## src/rtl/flp_relu.sv

```systemverilog
// flp_relu: floating-point ReLU / Leaky-ReLU with one registered output stage
module flp_relu #(
    parameter int EWIDTH = 8,
    parameter int SWIDTH = 23
) (
    input  logic                     clk,
    input  logic                     nrst,
    input  logic [EWIDTH+SWIDTH:0]   i_v,
    input  logic                     i_l,
    input  logic [EWIDTH-2:0]        i_e,
    output logic [EWIDTH+SWIDTH:0]   o_r
);
    localparam int W = 1 + EWIDTH + SWIDTH;

    logic                     s;
    logic [EWIDTH-1:0]        x;
    logic [SWIDTH-1:0]        f;
    logic                     x_max, x_zero, is_nan;
    logic signed [EWIDTH+1:0] y;
    logic                     y_under, y_over;
    logic [W-1:0]             r_d, r_q;

    assign s      = i_v[W-1];
    assign x      = i_v[W-2 -: EWIDTH];
    assign f      = i_v[SWIDTH-1:0];
    assign x_max  = &x;
    assign x_zero = ~|x;
    assign is_nan = x_max & (|f);
    // exponent shift in two extra bits so both underflow and overflow are visible
    assign y       = $signed({2'b00, x}) + $signed({{3{i_e[EWIDTH-2]}}, i_e});
    assign y_under = y[EWIDTH+1] | ~|y;
    assign y_over  = ~y[EWIDTH+1] & (y[EWIDTH] | &y[EWIDTH-1:0]);

    // negative non-NaN inputs are clamped (ReLU) or exponent-scaled (leaky); all else passes
    always_comb begin
        r_d = i_v;
        if (s && !is_nan) begin
            if (!i_l)
                r_d = '0;
            else if (x_max)
                r_d = i_v;
            else if (x_zero || y_under)
                r_d = {1'b1, {(W-1){1'b0}}};
            else if (y_over)
                r_d = {1'b1, {EWIDTH{1'b1}}, {SWIDTH{1'b0}}};
            else
                r_d = {1'b1, y[EWIDTH-1:0], f};
        end
    end

    // output register, cleared by synchronous active-low reset
    always_ff @(posedge clk) begin
        if (!nrst)
            r_q <= '0;
        else
            r_q <= r_d;
    end

    assign o_r = r_q;
endmodule

```

## config.mk

```make
export PLATFORM = sky130hd
export DESIGN_NAME = flp_relu
export DESIGN_NICKNAME = d
export VERILOG_FILES = /design/src/rtl/flp_relu.sv
export SDC_FILE = /design/constraint.sdc
export NUM_CORES = 1
export LEC_CHECK = 0
export CAP_MARGIN = 20
export CORE_MARGIN = 4
export CORE_UTILIZATION = 35
export CTS_BUF_LIST = sky130_fd_sc_hd__clkbuf_8
export DETAILED_ROUTE_END_ITERATION = 16
export GPL_TIMING_DRIVEN = 1
export PLACE_DENSITY = 0.77
export SLEW_MARGIN = 20
export SYNTH_ARGS = -nofsm -noshare
export SYNTH_HDL_FRONTEND = slang
export SYNTH_SLANG_ARGS = --single-unit
```

## constraint.sdc

```tcl
create_clock -name clk -period 3.4 [get_ports clk]
set_input_delay 0.34 -clock clk [delete_from_list [all_inputs] [get_ports clk]]
set_output_delay 0.34 -clock clk [all_outputs]
set_load 0.02 [all_outputs]
```

==> out/metrics.cfg, run 1 <==
[sta]
timing.final.crit_period_ps=3000
finalHoldViolations=0
hold_ws_ps=670
slew_violations=0
fin_crit_sh_pct=88.4
relSlewSlack_pct=44.8
fin_ws_ps=396
rsz0062_at_grt=no
finalSetupTns_ps=0
setup_viol=0
tightest_slew_ps=822
fmax_mhz=333

[clock_network]
cts_buffer_depth=2
cts_sinks=32
cts_tree=built
post_cts_resized=0
cts_root_buffer=clkbuf_8
path_clk_slew_ps=60
numCtsBuffers=5
hold_buffers=0
htreeDepth=2
cts_post_setup_buffers_inserted=0

[yosys]
synth_warnings=0
async_flop_share_pct=0
ys_seq_area_share_pct=34.8
synth_cell_types=38
synth_largest_area_cell=dfxtp_1
avgSynthCellArea_um2=10.1
synthesis.nets=234
synthTopCellsByArea=dfxtp_1, nor4b_2, ha_1
synth.cell_area_um2=1840
synth-main-ff-cell=dfxtp_1
synthCells=182
ys_seq_elements=32
synth-edff-count=0
yosysTopAreaCellShare_pct=34.8

[grt]
antenna_found_initial=0
grt_pass1_vias=1679
grt_pass1_wl_um=7990
track_usage_pct=15.8
grt-ovfl-total=0
grt_max_degree=24

[run_status]
status=finished, final reports clean

[floorplan]
fp-row-count=26
ios=74
dieArea_um2=6490
die_h_um=80.5
core_area_um2=5110
start_util_pct=36.1
die_x_um=80.5

[pwr]
p_comb_share_pct=31.0
p_sw_share_pct=28.8
seqPwrFrac_pct=40.4
ir_worst_vdd_mv=0.157
finalPower_mw=1.00
power_density_nw_per_um2=367
p_int_uw=714
p_switching_uw=289
power_leakage_nw=0.990
pwr-share-clk_pct=28.6

[place]
dp_cells=320
place_area_um2=2640
portBuffers=73
detailed_place_hpwl_um=4050
place.gp.congestion=0.858
dp_slack_ps=111

[detailed_routing]
drt-total-wl_um=5130
drt-vias-per-instance=5.34
drt-pass1-iter-count=4
vias=1753
drc=0
routedWlPerCell_um=15.6
ant_nets=0
drt-initial-drc-count=86

[worst_setup_path]
critPathCaptureType=flop
crit_arrival_ps=3150
start_kind=input port
critPathRequiredTime_ps=3550
critPathMaxFanout=23
worstSetupPathType=input port to flop

[run]
max_cap_violations=0

[final_layout]
fill_cells=463
fin_area_um2=2730
area_growth_pct=48.2
final_common_cell=clkdlybuf4s50_1
final_util_pct=53.5
drive_gt1_share_pct=13.6
nNetsFinal=309
instances_no_fill=328
final_cell_mix=clkdlybuf4s50_1, dfxtp_1, nor4b_2, a21oi_1, nor2_1
n_antenna_cell=0
largest_register_ffs=32

[hold_path]
hold_class=input port to flop

critical path, cell delays in order:
cell and delay [ps]:
clkdlybuf4s50_1 470, ha_1 270, fa_1 410, a21o_1 210
a21oi_1 180, xnor2_1 130, or4b_4 570, nor4_4 270
buf_12 230, nor4b_2 80
area by class of cell:
class,count,area [um^2],area share (%)
clock buffers,6,82.6,3.02
clock inverters,2,7.51,0.275
inverters,6,22.5,0.825
multi-input cells,136,1110,40.7
flip-flops and latches,32,641,23.5
well taps,70,87.6,3.21
repair buffers,76,778,28.5
final timing paths:
kind	startpoint	to	slack, ps	cells past startpoint
worst max-delay path	i_v[23]	o_r[15]$_SDFF_PN0_	400	10
worst min-delay path	i_v[5]	o_r[5]$_SDFF_PN0_	670	2
cell families (layout without fill, tap and decap cells):
kind of cell | count (synthesis) | in the layout | share of synthesized area [%]
adder cells (fa/ha/maj) | 10 | 10 | 7.20
buffers and inverters | 14 | 90 | 5.03
AO/OA/AOI/OAI | 45 | 45 | 16.2
flip-flops | 32 | 32 | 34.8
AND/OR/NAND/NOR | 72 | 72 | 32.4
XOR/XNOR | 7 | 7 | 3.33
multiplexers | 2 | 2 | 1.09
Yosys cell counts, types with 2 or more instances:
master    n
a21o_1    3
a21oi_1  16
and3_1    2
buf_2     2
buf_6     5
dfxtp_1  32
ha_1      9
inv_1     6
mux2i_1   2
nand2_1   6
nand3_1   5
nand4_1   5
nor2_1   15
nor3_1    2
nor4_1    8
nor4b_1   3
nor4b_2  20
o21a_1    2
o21ai_0   4
o21ai_1   3
o22ai_1   8
or3_1     3
xnor2_1   4
xor2_1    3
power by group through the flow:
stage	clock network (mW)	registers, mW	logic [mW]
global route	0.316	0.407	0.335
detailed placement	0	0.414	0.309
global placement	0	0.413	0.304
finish	0.286	0.405	0.311
floorplan	0	0.444	0.150
CTS	0.292	0.405	0.311
routing by layer:
layer / part of all wire (%) / vias up / global-route usage [%]
li1: - / 850 / -
met5: 0 / - / 0
met4: 0.92 / 0 / 4.56
met1: 43 / 823 / 18.8
met3: 6.8 / 5 / 2.80
met2: 49 / 75 / 28.6
No activity file was read; power rests on OpenSTA's default activity.
==> run 2: changes to the inputs <==
Settings changed: ABC_CLOCK_PERIOD_IN_PS from default to 3400, CORE_UTILIZATION 35 to 45, PLACE_DENSITY 0.77 to 0.93.
==> run 2 against run 1 <==
Against the previous run: non-clock buffer count up 1; wire length up 0.37%; global-route usage up 4.6 points; sequential share of layout area up 0.39 points; setup slack worse by 61 ps; via count up 0.17%; largest power group unchanged; sequential power about the same; hold slack worse by 1.0 ps.
==> out/metrics.cfg, run 2 (synthesis results as in run 1) <==
[worst_setup_path]
worstSetupPathType=input port to flop
crit_arrival_ps=3250
critPathRequiredTime_ps=3590
start_kind=input port
critPathMaxFanout=23
critPathCaptureType=flop

[pwr]
ir_worst_vdd_mv=0.242
finalPower_uw=986
power_leakage_nw=0.984
power_density_nw_per_um2=367

[grt]
grt-ovfl-total=0
track_usage_pct=20.4
grt_max_degree=24
antenna_found_initial=0
grt_pass1_vias=1674
grt_pass1_wl_um=8070

[clock_network]
cts_sinks=32
htreeDepth=2
cts_tree=built
path_clk_slew_ps=70
hold_buffers=0
numCtsBuffers=5
cts_buffer_depth=2
cts_post_setup_buffers_inserted=0
cts_root_buffer=clkbuf_8
post_cts_resized=0

[floorplan]
core_area_um2=3800
die_h_um=72.0
ios=74
dieArea_um2=5180
die_x_um=72.0
fp-row-count=22
start_util_pct=48.5

[final_layout]
fill_cells=271
final_cell_mix=clkdlybuf4s50_1, dfxtp_1, nor4b_2, a21oi_1, nor2_1
n_antenna_cell=0
nNetsFinal=310
final_common_cell=clkdlybuf4s50_1
area_growth_pct=45.8
final_util_pct=70.7
largest_register_ffs=32
drive_gt1_share_pct=14.0

[detailed_routing]
routedWlPerCell_um=16.8
ant_nets=0
drt-vias-per-instance=5.74
drt-pass1-iter-count=4
drt-initial-drc-count=259
vias=1756
drc=0
drt-total-wl_um=5150

[sta]
fin_ws_ps=335
hold_ws_ps=669
tightest_slew_ps=771
rsz0062_at_grt=no
finalHoldViolations=0
fin_crit_sh_pct=90.2
slew_violations=0
finalSetupTns_ps=0
fmax_mhz=326
relSlewSlack_pct=48.2
setup_viol=0
timing.final.crit_period_ps=3070

[place]
place.gp.congestion=0.887
detailed_place_hpwl_um=3960
portBuffers=73
dp_slack_ps=78.3

[run]
max_cap_violations=0

[hold_path]
hold_class=input port to flop

[run_status]
status=finished, final reports clean

run 2: changes by cell type in the layout (fill, tap and decap cells not counted):
cell and change:
buf_4 +2, buf_12 -1, clkbuf_8 -1, clkinv_2 +1
inv_1 -1
run 2: through the flow:
| stage | area, um^2 | cells |
|---|---|---|
| final | 2690 | 306 |
| after global routing | 2690 | 306 |
| after CTS | 2690 | 306 |
| after floorplan | 1840 | 182 |
| after global placement | 2610 | 299 |
| after detailed placement | 2610 | 299 |
run 2: routing by layer:
metal	track usage [%]	part of all wire [%]	up-vias	wire length (um)
met5	0	0	-	0
met3	5.40	8.7	14	447
met2	34.1	51	84	2610
li1	-	-	851	-
met1	23.9	38	807	1940
met4	10.2	2.9	0	150
run 2: final cells by class:
| cell class | count | area (um^2) | share of cell area (%) |
|---|---|---|---|
| Clock inverter | 2 | 8.76 | 0.326 |
| Tap cell | 48 | 60.1 | 2.24 |
| Inverter | 6 | 22.5 | 0.839 |
| Sequential cell | 32 | 641 | 23.9 |
| Clock buffer | 5 | 68.8 | 2.56 |
| Multi-Input combinational cell | 136 | 1110 | 41.4 |
| Timing Repair Buffer | 77 | 773 | 28.8 |
run 2: worst max-delay path, cell delays in order:
cell and delay (ps):
clkdlybuf4s50_1 460, ha_1 270, fa_1 410, a21o_1 210
a22oi_2 150, mux2i_1 110, and3_1 290, o41a_4 630
nor4b_1 380
run 2: worst paths after layout:
check / startpoint / endpoint / cells past startpoint
setup / recovery: i_v[23] / o_r[4]$_SDFF_PN0_ / 9
hold / removal: i_v[6] / o_r[6]$_SDFF_PN0_ / 2
run 2: report_power, final:
part / internal, mW / switching, mW
Combinational: 0.155 / 0.156
Clock: 0.136 / 0.134
Sequential: 0.399 / 0.00593
==> run 3: changes to the inputs <==
Settings changed: CORE_MARGIN 4 to 8, TNS_END_PERCENT from default to 10.
==> run 3 against run 2 <==
Against the previous run: via count is 2.5% higher; combinational power about the same; sequential share of layout area is essentially flat; critical path depth did not move; setup slack better by 41 ps; critical path type unchanged.
==> out/metrics.cfg, run 3 (synthesis results as in run 1) <==
[pwr]
p_switching_uw=291
p_int_uw=689
finalPower_uw=980
power_density_nw_per_um2=365
power_leakage_nw=0.984
pwr-share-clk_pct=26.9
p_sw_share_pct=29.7
seqPwrFrac_pct=41.3
ir_worst_vdd_mv=0.159
p_comb_share_pct=31.8

[place]
dp_slack_ps=77.6
detailed_place_hpwl_um=4430
portBuffers=73
place.gp.congestion=0.817

[worst_setup_path]
critPathMaxFanout=23
critPathCaptureType=flop
start_kind=input port
worstSetupPathType=input port to flop
critPathRequiredTime_ps=3580
crit_arrival_ps=3200

[clock_network]
hold_buffers=0
cts_root_buffer=clkbuf_8
cts_post_setup_buffers_inserted=0
cts_tree=built
path_clk_slew_ps=60
post_cts_resized=0
cts_sinks=32
htreeDepth=2
numCtsBuffers=5
cts_buffer_depth=2

[grt]
grt-ovfl-total=0
grt_pass1_vias=1810
grt_pass1_wl_um=8800
grt_max_degree=24
track_usage_pct=17.2
antenna_found_initial=0

[hold_path]
hold_path_depth=2
hold_end=o_r[4]$_SDFF_PN0_
min-delay-start=i_v[4]
hold_class=input port to flop

[sta]
rsz0062_at_grt=no
fmax_mhz=331
fin_ws_ps=375
slew_violations=0
finalHoldViolations=0
timing.final.crit_period_ps=3020
setup_viol=0
tightest_slew_ps=859
relSlewSlack_pct=42.3
fin_crit_sh_pct=89.0
finalSetupTns_ps=0
hold_ws_ps=663

[final_layout]
n_antenna_cell=0
area_growth_pct=45.9
drive_gt1_share_pct=14.0
fill_cells=318
final_common_cell=clkdlybuf4s50_1
nNetsFinal=310
largest_register_ffs=32
final_cell_mix=clkdlybuf4s50_1, dfxtp_1, nor4b_2, a21oi_1, nor2_1

[floorplan]
fp-row-count=23
start_util_pct=46.4
ios=74
die_x_um=80.0
dieArea_um2=6400
die_h_um=80.0
core_area_um2=3970

[detailed_routing]
drt-vias-per-instance=5.84
vias=1800
routedWlPerCell_um=17.9
ant_nets=0
drc=0
drt-initial-drc-count=157
drt-total-wl_um=5500
drt-pass1-iter-count=4

[run_status]
status=finished, final reports clean

[run]
max_cap_violations=0

==> run 3: critical path, cell delays in order <==
cell,delay (ps)
clkdlybuf4s50_1,430
ha_1,250
fa_1,400
a21o_1,200
a22oi_2,160
mux2i_1,110
and3_1,300
o41a_4,630
nor4b_1,370
==> run 3: per-stage QoR <==
| stage | instance area, um^2 | utilization [%] | std cells |
|---|---|---|---|
| finish | 2690 | 67.7 | 308 |
| global route | 2690 | 67.7 | 308 |
| CTS | 2690 | 67.7 | 308 |
| detailed placement | 2610 | 65.7 | 301 |
| global placement | 2610 | 65.7 | 301 |
| floorplan | 1840 | - | 182 |
==> run 3: worst max-delay path by stage <==
stage / startpoint / end / slack (ps) / depth (start not counted)
after global routing: i_v[23] / o_r[5]$_SDFF_PN0_ / 290 / 9
after global placement: i_v[23] / o_r[5]$_SDFF_PN0_ / 220 / 9
after detailed placement: i_v[23] / o_r[5]$_SDFF_PN0_ / 80 / 9
final: i_v[23] / o_r[5]$_SDFF_PN0_ / 380 / 9
after CTS: i_v[23] / o_r[5]$_SDFF_PN0_ / 370 / 9
after floorplan: i_v[23] / o_r[0]$_SDFF_PN0_ / 720 / 9
==> run 3: metal layers <==
metal | wire, um | up-vias | track usage (%)
met3 | 350 | 16 | 3.27
li1 | - | 853 | -
met4 | 122 | 0 | 7.64
met2 | 2860 | 79 | 31.0
met5 | 0 | - | 0
met1 | 2170 | 852 | 18.9
==> run 3: layout make-up <==
class / count / area, um^2 / area share [%]
inverter: 6 / 22.5 / 0.838
multi-input combinational: 136 / 1110 / 41.3
timing repair buffer: 77 / 773 / 28.8
clock buffer: 5 / 68.8 / 2.56
sequential: 32 / 641 / 23.8
clock inverter: 2 / 8.76 / 0.326
tap: 50 / 62.6 / 2.33
==> run 3: power by group through the flow <==
stage          logic [mW]  clock network (mW)  registers [mW]
6_report            0.312               0.263           0.405
2_1_floorplan       0.150                   0           0.444
4_1_cts             0.311               0.268           0.405
3_3_place_gp        0.301                   0           0.412
5_1_grt             0.334               0.281           0.407
3_5_place_dp        0.310                   0           0.413
==> edit 1: new RTL, flow settings as in run 3 <==
Register the input `i_v` before use. The logic sees it one clock later. The other inputs are not delayed to match.
--- a/src/rtl/flp_relu.sv
+++ b/src/rtl/flp_relu.sv
@@ -12,6 +12,12 @@
 );
     localparam int W = 1 + EWIDTH + SWIDTH;
 
+    logic [EWIDTH+SWIDTH:0] i_v_q;
+
+    always_ff @(posedge clk) begin
+        i_v_q <= i_v;
+    end
+
     logic                     s;
     logic [EWIDTH-1:0]        x;
     logic [SWIDTH-1:0]        f;
@@ -20,9 +26,9 @@
     logic                     y_under, y_over;
     logic [W-1:0]             r_d, r_q;
 
-    assign s      = i_v[W-1];
-    assign x      = i_v[W-2 -: EWIDTH];
-    assign f      = i_v[SWIDTH-1:0];
+    assign s      = i_v_q[W-1];
+    assign x      = i_v_q[W-2 -: EWIDTH];
+    assign f      = i_v_q[SWIDTH-1:0];
     assign x_max  = &x;
     assign x_zero = ~|x;
     assign is_nan = x_max & (|f);
@@ -33,12 +39,12 @@
 
     // negative non-NaN inputs are clamped (ReLU) or exponent-scaled (leaky); all else passes
     always_comb begin
-        r_d = i_v;
+        r_d = i_v_q;
         if (s && !is_nan) begin
             if (!i_l)
                 r_d = '0;
             else if (x_max)
-                r_d = i_v;
+                r_d = i_v_q;
             else if (x_zero || y_under)
                 r_d = {1'b1, {(W-1){1'b0}}};
             else if (y_over)
Check against the original RTL: not equivalent (a bounded check fails within 4 cycles, from zero or initial values and one cycle with nrst low).
==> edit 1 against run 3 <==
Hold slack lost 210 ps; sequential cell count rose by 32; worst setup slack better by 85 ps; power is 76% higher; area after synthesis increased by 36%; clock power grew 120%; final area increased by 31%; routed wire length grew 24%; critical endpoint is now o_r[0]; largest power group unchanged.
==> edit 1: results (changes against run 3) <==
status=finished clean (unchanged); Clock buffer cells=13 (was 5); Mapped Cells=221 (was 182); sequential share of cell area=0.3648 (was 0.2384); Final non-clock buffer share=0.2223 (was 0.2877); share of layout cells above drive strength 1=0.1414 (was 0.1395); Largest stage delay, worst path=420 ps (was 630 ps); leakage power=0.001343 uW (was 0.0009839 uW); Placed Area=0.003333 mm2 (was 0.002610 mm2); global-route usage over all layers=0.1731 (was 0.1717); Max-slew headroom=0.7152 (was 0.4228); Logic power comb=330 uW (was 312 uW); inverters=8 (was 6); via count=2001 (was 1800); clock-cell share of area=0.05094 (was 0.02886); top post-synthesis cells by area=dfxtp_1 (51%), nor3b_2 (10%), ha_1 (4.5%) (was dfxtp_1 (35%), nor4b_2 (16%), ha_1 (6.1%)); fin util=0.6457 (was 0.6767); fraction of area in multi-input gates=0.3278 (was 0.4134); pre-CTS WS=111.8 ps (was 77.55 ps); initial drt markers=120 (was 157); syn nets=273 (was 234); first-pass iteration count of the detailed router=6 (was 4); DP Cell Count=363 (was 301); Placer Congestion=0.8714 (was 0.8168); DP HPWL=5026 um (was 4428 um); Power Clock=575 uW (was 263 uW); GR Util met3=0.07731 (was 0.03266); min-delay src=i_v[29] (was i_v[4]); Psw=435.9 uW (was 290.8 uW); routed length on met1=2684 um (was 2168 um); H-tree levels=3 (was 2); routing usage on met1=0.1756 (was 0.1888); CP startpoint=i_e[0] (was i_v[23]); Max VDD drop=0.3861 mV (was 0.1587 mV); Unique masters post-synth=47 (was 38); Clock Path Buffers=2 (unchanged); cts bufs inserted=9 (was 5); comb_multi_in=141 (was 136); fillers=387 (was 318); Met3 Routed Length=572 um (was 350 um); num sequential=64 (was 32); CP max-delay cell=fa_1 (was o41a_4); first-pass GRT wire length=11170 um (was 8804 um); vias per std cell=5.322 (was 5.844)
-- edit 1: cell types whose count changed after synthesis, moves of 7 or more --
| cell | run 3 | this run |
|---|---|---|
| o22ai_1 | 8 | 0 |
| nor3b_2 | 0 | 20 |
| nor4b_2 | 20 | 0 |
| dfxtp_1 | 32 | 64 |
| nor2_1 | 15 | 6 |
| a21boi_1 | 0 | 7 |
-- edit 1: worst paths after layout --
check,to,depth (start not counted)
worst max-delay path,o_r[0],10
worst min register to register,o_r[1],1
worst min-delay path,i_v_q[29],1
worst max register to register,o_r[0],9
-- edit 1: kinds of logic (layout without fill, tap and decap cells) --
logic type | count (synthesis) | after routing | synth area share
XOR/XNOR | 7 | 7 | 0.02446
buffers and inverters | 16 | 99 | 0.03445
AND/OR/NAND/NOR | 68 | 68 | 0.2107
adder cells (fa/ha/maj) | 10 | 10 | 0.05292
AO/OA/AOI/OAI | 56 | 56 | 0.1663
flip-flops | 64 | 64 | 0.5112
==> edit 2: new RTL, flow settings as in run 3 <==
Without the edit above. `SWIDTH`: 23 -> 46.
--- a/src/rtl/flp_relu.sv
+++ b/src/rtl/flp_relu.sv
@@ -1,7 +1,7 @@
 // flp_relu: floating-point ReLU / Leaky-ReLU with one registered output stage
 module flp_relu #(
     parameter int EWIDTH = 8,
-    parameter int SWIDTH = 23
+    parameter int SWIDTH = 46
 ) (
     input  logic                     clk,
     input  logic                     nrst,
Interface: changed (resized i_v and o_r); port bits go from 74 to 120. No check against the original RTL was run, so the function may have changed too.
==> edit 2 against run 3 <==
Final area up 61%; routed wire length up 90%; synthesized cell count is 39% higher; power is 63% higher; area after synthesis is 52% higher; first-iteration DRC count is 8.3% lower; sequential cell count increased by 23; worst setup slack worse by 310 ps; largest cell class unchanged; highest routed layer unchanged.
==> edit 2: results (changes against run 3) <==
initial drt markers=144 (was 157); initial antenna violation count=0 (unchanged); final cell count without fillers=461 (was 308); first-pass iteration count of the detailed router=4 (unchanged); syn avg cell area=11.05 um2 (was 10.12 um2); syn nets=328 (was 234); Least-Margin Pin Slew=546.8 ps (was 859.2 ps); clk slew on worst S/H paths=110 ps (was 60 ps); status=finished clean (unchanged); Synth Area in Compound Gates=0.1249 (was 0.1617); arrival time at the worst endpoint=3510 ps (was 3200 ps); via count=2809 (was 1800); global-route usage over all layers=0.2109 (was 0.1717); fillers=367 (was 318); Synth top cells by count=dfxtp_1 (55), nor4b_2 (40), nor4_1 (15) (was dfxtp_1 (32), nor4b_2 (20), a21oi_1 (16)); dominant combinational cell family by area after synthesis=simple AND/OR/NAND/NOR gates (unchanged); WL met2=5452 um (was 2863 um); CP delay by family, top=simple AND/OR/NAND/NOR gates (was compound AO/OA/AOI/OAI gates); Unique masters post-synth=47 (was 38); first-pass GRT wire length=14870 um (was 8804 um); Avg WL per Cell=22.66 um (was 17.87 um); Synth Area in XOR/XNOR=0.01253 (was 0.03329); leakage power=0.001529 uW (was 0.0009839 uW); Post-Synth Adder-Cell Area=0.04745 (was 0.07201); routed length on met1=3766 um (was 2168 um); DP Cell Count=450 (was 301); Max VDD drop=0.2840 mV (was 0.1587 mV); post-synthesis mux area share=0.007162 (was 0.01087); port bufs=119 (was 73); Largest stage delay, worst path=510 ps (was 630 ps); sequential cell area fraction in the yosys report=0.3939 (was 0.3478); Largest register FFs=55 (was 32); pre-CTS WS=-242.0 ps (was 77.55 ps); top post-synthesis cells by area=dfxtp_1 (39%), nor4b_2 (21%), ha_1 (4.0%) (was dfxtp_1 (35%), nor4b_2 (16%), ha_1 (6.1%)); CP max-delay cell=or4b_1 (was o41a_4); CP Max Fanout=19 (was 23); DP HPWL=7525 um (was 4428 um); largest net degree at the start of global routing=39 (was 24); Met3 Routed Length=789 um (was 350 um); Placed Area=0.004190 mm2 (was 0.002610 mm2); Placer Congestion=0.9089 (was 0.8168); share of layout cells above drive strength 1=0.2124 (was 0.1395)
edit 2: cell types whose count changed after synthesis, sizes merged, moves of 4 or more:
cell / change
nor2b: +4
a21oi: -8
a221o: +8
clkbuf: +10
nor4b: +23
nor2: -4
dfxtp: +23
nor3b: +4
nor4: +6
o22ai: -8
edit 2: power by group through the flow:
stage	logic (uW)	registers [uW]	clock network (uW)
2_1_floorplan	215	753	0
3_3_place_gp	486	705	0
3_5_place_dp	501	707	0
4_1_cts	507	693	381
5_1_grt	559	696	403
6_report	530	693	378
edit 2: final cells by class:
type,count,area [um2],area share
Clock buffer,6,82.58,0.01904
Multi-Input combinational cell,172,1584,0.3652
Inverter,6,22.52,0.005192
Clock inverter,2,12.51,0.002884
Tap cell,75,93.84,0.02163
Timing Repair Buffer,145,1441,0.3323
Sequential cell,55,1101,0.2538
edit 2: final timing paths:
| check | startpoint | to | slack (ps) | cells past startpoint |
|---|---|---|---|---|
| max | i_v[46] | o_r[28] | 60 | 11 |
| min | i_v[39] | o_r[39] | 650 | 2 |
edit 2: layer usage:
metal | GRT usage | vias to the layer above
met5 | 0 | -
met4 | 0.07152 | 0
met3 | 0.04286 | 37
met1 | 0.2126 | 1353
met2 | 0.4154 | 157
li1 | - | 1262
edit 2: what timing repair did:
item                                    in CTS  in global routing
setup buffers                                0                  2
resized for setup                            0                  3
endpoints found under the setup margin       0                 39
endpoints found under the hold margin        0                  0
edit 2: cells by family after synthesis:
kind of cell | after synthesis
AND/OR/NAND/NOR | 111
flip-flops | 55
AO/OA/AOI/OAI | 45
buffers and inverters | 26
adder cells (fa/ha/maj) | 10
XOR/XNOR | 4
multiplexers | 2
